===== src/rtl/fcu_pkg.sv =====
// Shared definitions for the RV32I fetch/control unit: opcodes, ALU control
// encodings, run/halt state encoding, NOP word and decoded control bundle.
package fcu_pkg;

  localparam logic [6:0] OP_R      = 7'b0110011;
  localparam logic [6:0] OP_I      = 7'b0010011;
  localparam logic [6:0] OP_LOAD   = 7'b0000011;
  localparam logic [6:0] OP_STORE  = 7'b0100011;
  localparam logic [6:0] OP_LUI    = 7'b0110111;
  localparam logic [6:0] OP_BRANCH = 7'b1100011;
  localparam logic [6:0] OP_SYSTEM = 7'b1110011;

  localparam logic [31:0] NOP = 32'h0000_0013;

  typedef enum logic [3:0] {
    ALU_ADD  = 4'd0,
    ALU_SUB  = 4'd1,
    ALU_AND  = 4'd2,
    ALU_OR   = 4'd3,
    ALU_SLL  = 4'd4,
    ALU_SLT  = 4'd5,
    ALU_XOR  = 4'd6,
    ALU_SRL  = 4'd7,
    ALU_SLTU = 4'd8
  } alu_ctrl_e;

  typedef enum logic [1:0] {
    ST_IDLE = 2'd0,
    ST_RUN  = 2'd1,
    ST_HALT = 2'd2
  } fcu_state_e;

  typedef struct packed {
    logic      reg_write;
    logic      alu_src;
    alu_ctrl_e alu_ctrl;
    logic      mem_write;
    logic      mem_read;
    logic      mem_to_reg;
    logic      branch;
    logic      system;
    logic      illegal;
  } ctrl_t;

  // funct3 -> ALU operation shared by R-type and I-type arithmetic
  function automatic alu_ctrl_e alu_from_funct3(input logic [2:0] f3, input logic sub);
    case (f3)
      3'b000:  return sub ? ALU_SUB : ALU_ADD;
      3'b001:  return ALU_SLL;
      3'b010:  return ALU_SLT;
      3'b011:  return ALU_SLTU;
      3'b100:  return ALU_XOR;
      3'b101:  return ALU_SRL;
      3'b110:  return ALU_OR;
      default: return ALU_AND;
    endcase
  endfunction

endpackage


===== src/rtl/fcu_main_decoder.sv =====
// Combinational main decoder: opcode/funct fields to datapath control bundle,
// plus branch/system markers and an illegal-opcode flag.
module fcu_main_decoder
  import fcu_pkg::*;
(
  input  logic [6:0] opcode_i,
  input  logic [2:0] funct3_i,
  input  logic       funct7b5_i,
  output ctrl_t      ctrl_o
);

  // Opcode decode; unknown opcodes produce an all-zero bundle with illegal set
  always_comb begin
    ctrl_o          = '0;
    ctrl_o.alu_ctrl = ALU_ADD;
    case (opcode_i)
      OP_R: begin
        ctrl_o.reg_write = 1'b1;
        ctrl_o.alu_ctrl  = alu_from_funct3(funct3_i, funct7b5_i);
      end
      OP_I: begin
        ctrl_o.reg_write = 1'b1;
        ctrl_o.alu_src   = 1'b1;
        ctrl_o.alu_ctrl  = alu_from_funct3(funct3_i, 1'b0);
      end
      OP_LOAD: begin
        ctrl_o.reg_write  = 1'b1;
        ctrl_o.alu_src    = 1'b1;
        ctrl_o.mem_read   = 1'b1;
        ctrl_o.mem_to_reg = 1'b1;
      end
      OP_STORE: begin
        ctrl_o.alu_src   = 1'b1;
        ctrl_o.mem_write = 1'b1;
      end
      OP_LUI: begin
        ctrl_o.reg_write = 1'b1;
        ctrl_o.alu_src   = 1'b1;
        ctrl_o.alu_ctrl  = ALU_SLL;
      end
      OP_BRANCH: begin
        ctrl_o.branch   = 1'b1;
        ctrl_o.alu_ctrl = ALU_SUB;
      end
      OP_SYSTEM: ctrl_o.system  = 1'b1;
      default:   ctrl_o.illegal = 1'b1;
    endcase
  end

endmodule


===== src/rtl/fetch_control_unit.sv =====
// RV32I fetch/control unit: PC register, run/halt FSM, branch resolution,
// retired-instruction counter and zero-latency control decode.
// Optional feature macro: FCU_ILLEGAL_TRAP_EN (trap to HALT with Error on an
// unknown opcode or a taken branch to a target with bit1 set).
module fetch_control_unit
  import fcu_pkg::*;
#(
  parameter int unsigned          PC_WIDTH = 32,
  parameter logic [PC_WIDTH-1:0]  RESET_PC = '0,
  parameter int unsigned          PC_STEP  = 4
) (
  input  logic                CLK,
  input  logic                RST,
  input  logic                Start,
  input  logic [31:0]         Instr_in,
  input  logic                Sign,
  input  logic                Zero,
  output logic [PC_WIDTH-1:0] PC,
  output logic [31:0]         Instruction,
  output logic                RegWrite,
  output logic                ALUSrc,
  output logic [3:0]          ALUControl,
  output logic                MemWrite,
  output logic                MemRead,
  output logic                MemToReg,
  output logic                Halted,
  output logic                Error,
  output logic [31:0]         Retired
);

  fcu_state_e          state_q, state_d;
  logic [PC_WIDTH-1:0] pc_q, pc_d;
  logic [31:0]         retired_q, retired_d;
  logic                error_q, error_d;

  ctrl_t               dec;
  logic                run;
  logic                br_cond;
  logic                br_taken;
  logic                trap;
  logic                we_ok;
  logic [31:0]         b_imm;
  logic [PC_WIDTH-1:0] pc_target;
  logic [PC_WIDTH-1:0] pc_seq;

  fcu_main_decoder u_dec (
    .opcode_i   (Instr_in[6:0]),
    .funct3_i   (Instr_in[14:12]),
    .funct7b5_i (Instr_in[30]),
    .ctrl_o     (dec)
  );

  assign run       = (state_q == ST_RUN);
  assign b_imm     = {{19{Instr_in[31]}}, Instr_in[31], Instr_in[7],
                      Instr_in[30:25], Instr_in[11:8], 1'b0};
  assign pc_target = pc_q + PC_WIDTH'($signed(b_imm));
  assign pc_seq    = pc_q + PC_WIDTH'(PC_STEP);

  // Branch condition from the datapath flags of the current instruction
  always_comb begin
    br_cond = 1'b0;
    case (Instr_in[14:12])
      3'b000:  br_cond = Zero;
      3'b001:  br_cond = !Zero;
      3'b100:  br_cond = Sign;
      3'b101:  br_cond = !Sign;
      default: br_cond = 1'b0;
    endcase
  end

  assign br_taken = run && dec.branch && br_cond;

`ifdef FCU_ILLEGAL_TRAP_EN
  assign trap = run && (dec.illegal || (br_taken && pc_target[1]));
`else
  assign trap = 1'b0;
`endif

  // State register
  always_ff @(posedge CLK) begin
    if (RST) state_q <= ST_IDLE;
    else     state_q <= state_d;
  end

  // Next-state logic; halting instructions and traps take precedence over Start
  always_comb begin
    state_d = state_q;
    case (state_q)
      ST_IDLE: if (Start) state_d = ST_RUN;
      ST_RUN:  if (dec.system || trap) state_d = ST_HALT;
      ST_HALT: if (Start) state_d = ST_RUN;
      default: state_d = ST_IDLE;
    endcase
  end

  // Control outputs: combinational, write enables only while running
  always_comb begin
    we_ok       = run && !trap && !dec.illegal;
    Instruction = run ? Instr_in : NOP;
    RegWrite    = we_ok && dec.reg_write;
    MemWrite    = we_ok && dec.mem_write;
    MemRead     = we_ok && dec.mem_read;
    MemToReg    = we_ok && dec.mem_to_reg;
    ALUSrc      = run && dec.alu_src;
    ALUControl  = run ? dec.alu_ctrl : ALU_ADD;
    Halted      = (state_q == ST_HALT);
    Error       = error_q;
    Retired     = retired_q;
    PC          = pc_q;
  end

  // Next PC, retired count and sticky error
  always_comb begin
    pc_d      = pc_q;
    retired_d = retired_q;
    error_d   = error_q;
    case (state_q)
      ST_RUN: begin
        if (trap) begin
          error_d = 1'b1;
        end else if (!dec.system) begin
          pc_d      = br_taken ? pc_target : pc_seq;
          retired_d = retired_q + 32'd1;
        end
      end
      ST_HALT: begin
        if (Start) begin
          pc_d    = RESET_PC;
          error_d = 1'b0;
        end
      end
      default: ;
    endcase
  end

  // Datapath registers
  always_ff @(posedge CLK) begin
    if (RST) begin
      pc_q      <= RESET_PC;
      retired_q <= '0;
      error_q   <= 1'b0;
    end else begin
      pc_q      <= pc_d;
      retired_q <= retired_d;
      error_q   <= error_d;
    end
  end

endmodule


===== config.mk =====
export PLATFORM = sky130hd
export DESIGN_NAME = fetch_control_unit
export DESIGN_NICKNAME = d
export VERILOG_FILES = /design/src/rtl/fcu_pkg.sv /design/src/rtl/fcu_main_decoder.sv /design/src/rtl/fetch_control_unit.sv
export SDC_FILE = /design/constraint.sdc
export NUM_CORES = 1
export LEC_CHECK = 0
export CAP_MARGIN = 20
export CORE_MARGIN = 4
export CORE_UTILIZATION = 35
export CTS_CLUSTER_DIAMETER = 200
export CTS_CLUSTER_SIZE = 8
export DETAILED_ROUTE_END_ITERATION = 8
export DONT_BUFFER_PORTS = 1
export GPL_TIMING_DRIVEN = 1
export SYNTH_ARGS = -nofsm -noshare
export SYNTH_HDL_FRONTEND = slang
export SYNTH_SLANG_ARGS = --single-unit

===== constraint.sdc =====
create_clock -name CLK -period 3.6 [get_ports CLK]
set_input_delay 0.72 -clock CLK [delete_from_list [all_inputs] [get_ports CLK]]
set_output_delay 0.72 -clock CLK [all_outputs]
set_load 0.02 [all_outputs]

==> flow_metrics.py <==
metrics = {
    "grt": {
        "antenna_found_initial": 0,
        "grt_max_degree": 71,
        "overflow": 0,
        "track_usage_pct": 18.1,
        "first_global_vias": 4657,
        "grt_pass1_wl_um": 25800,
    },
    "pwr": {
        "powerDensity_nw_per_um2": 316,
        "p_leak_nw": 2.29,
        "vdd.ir_drop.worst_uv": 206,
    },
    "clock_network": {
        "cts_tree": "yes",
        "clock_latency_ns": 0.34,
        "ctsResizeCount": 0,
        "ctsHtreeMaxLevel": 3,
        "cts_buffers": 9,
        "postCtsHoldBufs": 0,
        "cts.sinks": 65,
        "clockBufferDepth": 2,
        "post-cts-setup-buffers": 0,
        "root_buffer": "clkbuf_16",
        "clkSlewWorstSetupHoldPaths_ns": 0.06,
    },
    "critical_path": {
        "crit_family": "compound AO/OA/AOI/OAI gates",
        "critPathLaunch": "PC[1]$_SDFFE_PP0P_",
        "end_kind": "flip-flop",
        "worstSetupEndpoint": "PC[31]$_SDFFE_PP0P_",
        "path_max_fanout": 4,
        "slowest_stage": "o41ai_1",
        "cp_cell_sequence": "ha_1 -> fa_1 -> a21oi_1 -> o221ai_1 -> o221ai_1 -> a41oi_1 -> o41ai_1 -> xnor2_1 -> a222oi_1 -> nor2_1",
        "worstReg2RegStart": "PC[1]$_SDFFE_PP0P_",
        "crit_buf_inv": 0,
        "r2r_end": "PC[31]$_SDFFE_PP0P_",
        "crit_path_start_kind": "flip-flop",
        "r2r_slack_ns": 0.59,
        "critPathMostFrequentCell": "o221ai_1",
        "rr_worst_depth": 10,
        "worst-path-stages": 10,
        "arrival_ns": 3.23,
        "critPathKind": "flip-flop to flip-flop",
        "slowest_delay_ns": 0.43,
        "critical_path_required_ns": 3.82,
    },
    "die": {
        "start_util_pct": 36.2,
        "die-height_um": 131,
        "die-area_um2": 17300,
        "fp-row-count": 44,
        "die_x_um": 131,
        "core_um2": 14800,
        "io_pins": 144,
    },
    "detailed_routing": {
        "firstDrtPassIters": 5,
        "drt_wl_total_um": 16300,
        "route.detailed.drc": 0,
        "wl_per_cell_um": 17.9,
        "vias": 5234,
        "ant_nets": 0,
        "vias_per_cell": 5.77,
        "drtIter0Drc": 428,
    },
    "sta": {
        "relSlewSlack_pct": 55.6,
        "setup_violations": 0,
        "post-route-min-period_ns": 3.01,
        "period_share_pct": 83.6,
        "fmax_ghz": 0.332,
        "fin_tns_setup_ns": 0,
        "rsz0062_at_grt": "no",
        "skew_ns": 0.00975,
        "hold_viol": 0,
        "maxSlewViolCount": 0,
        "worst_slew_pin_slew_ns": 0.663,
    },
    "hold_path": {
        "min-delay-start": "RST",
        "hold_class": "primary input to flip-flop",
    },
    "synth": {
        "synthFlopType": "dfxtp_1",
        "synth_seq_cells": 65,
        "ys_warn_count": 0,
        "syn_inst": 721,
        "synth-edff-count": 0,
        "synthDistinctLibCells": 63,
        "async_flop_share_pct": 0,
        "synth_area_um2": 5330,
        "avgSynthCellArea_um2": 7.40,
        "seq_area_frac_synth_pct": 24.4,
    },
    "final_layout": {
        "num_antenna_cells": 0,
        "drive_gt1_share_pct": 6.64,
        "finish.utilization_pct": 39.8,
        "seq_area_um2": 1300,
        "finalNetCount": 788,
        "multi_input_area_um2": 3840,
        "fillerInstances": 1528,
        "area_growth_pct": 10.2,
    },
    "place": {
        "numPortBuffers": 0,
        "dp.final_hpwl_um": 11900,
        "place_congestion": 0.880,
    },
    "flow_run": {
        "maxCapViolations": 0,
    },
    "status": {
        "status": "finished clean",
    },
}
-- flip-flops by register name, indices dropped and copies added, names as in the netlist --
signal,cells
PC,31
Retired,32
state_q,2
-- stage by stage --
stage / cells / total power [W] / hold slack [ns] / area (um^2) / setup WS (ns)
2_1_floorplan: 722 / 0.000927 / 0.530 / 5340 / 0.652
3_3_place_gp: 891 / 0.000967 / 0.549 / 5570 / 0.362
3_5_place_dp: 891 / 0.000966 / 0.555 / 5570 / 0.305
4_1_cts: 907 / 0.00188 / 0.439 / 5880 / 0.606
5_1_grt: 907 / 0.00194 / 0.441 / 5880 / 0.262
6_report: 907 / 0.00186 / 0.451 / 5880 / 0.592
-- area by class of cell --
| cell class | count | share of cell area, % |
|---|---|---|
| clock buffers | 9 | 3.83 |
| clock inverters | 7 | 1.32 |
| repair buffers | 18 | 2.30 |
| multi-input cells | 607 | 65.4 |
| well taps | 184 | 3.92 |
| inverters | 17 | 1.09 |
| flip-flops and latches | 65 | 22.1 |
-- report_power, final --
group	internal (W)	switching, W
Clock	0.000542	0.000363
Sequential	0.000724	0.0000137
Combinational	0.0000691	0.000145
-- worst reg2reg max path, cell delays in order, from the launching register on --
cell	delay, ns
dfxtp_1	0.39
ha_1	0.25
fa_1	0.41
a21oi_1	0.22
o221ai_1	0.29
o221ai_1	0.31
a41oi_1	0.21
o41ai_1	0.43
xnor2_1	0.12
a222oi_1	0.23
nor2_1	0.06
-- worst min-delay path by stage --
stage / endpoint / slack [ns] / cells past startpoint
4_1_cts: PC[17]$_SDFFE_PP0P_ / 0.44 / 1
3_5_place_dp: state_q[0]$_SDFFE_PP0P_ / 0.56 / 2
2_1_floorplan: state_q[0]$_SDFFE_PP0P_ / 0.53 / 2
6_report: PC[17]$_SDFFE_PP0P_ / 0.45 / 1
3_3_place_gp: state_q[0]$_SDFFE_PP0P_ / 0.55 / 2
5_1_grt: PC[18]$_SDFFE_PP0P_ / 0.44 / 1
-- cells by family (layout without fill, tap and decap cells) --
kind of cell	after synthesis	in the layout	synth area share (%)
adder cells (fa/ha/maj)	33	33	7.88
AND/OR/NAND/NOR	329	329	31.9
other	1	2	0.0703
flip-flops	65	65	24.4
buffers and inverters	50	51	3.94
XOR/XNOR	63	63	10.3
multiplexers	3	3	0.563
AO/OA/AOI/OAI	177	177	20.9
-- layer usage --
metal / part of all wire (%) / routed length [um] / GRT usage (%) / up-vias
met1: 46 / 7510 / 24.2 / 2429
met5: 0 / 0 / 0 / -
li1: - / - / - / 2603
met4: 1.3 / 212 / 4.43 / 0
met3: 8.2 / 1330 / 5.01 / 13
met2: 44 / 7220 / 28.9 / 189
-- synth_stat cells, types with 9 or more instances --
cell type  instances  area (um^2)
a21o_1            11         82.6
a21oi_1           60          300
a31oi_1           10         62.6
and2_1            36          225
and3_1            17          106
clkbuf_1          24         90.1
dfxtp_1           65         1300
ha_1              32          400
inv_1             17         63.8
nand2_1           83          312
nand3_1           29          145
nand4_1           22          138
nor2_1            74          278
nor3_1            15         75.1
o211ai_1           9         67.6
o21ai_0           35          175
or3_1              9         56.3
xnor2_1           24          210
xor2_1            39          342
-- cells in the final DEF (no fill, tap or decap), drive strengths merged, types with 5 or more instances in the layout --
cell,n
and3,21
nor3,18
ha,32
dfxtp,65
xnor2,24
buf,18
o211ai,9
clkbuf,9
a21oi,60
nand2,83
or3,9
and2,36
inv,19
a221oi,6
nand3,30
a31oi,10
nor4,6
xor2,39
nor2b,6
o22ai,6
a22oi,7
nand4,22
nor2,74
o21ai,35
and4,5
nand2b,7
a21o,11
Power figures use the tool's default switching activity.
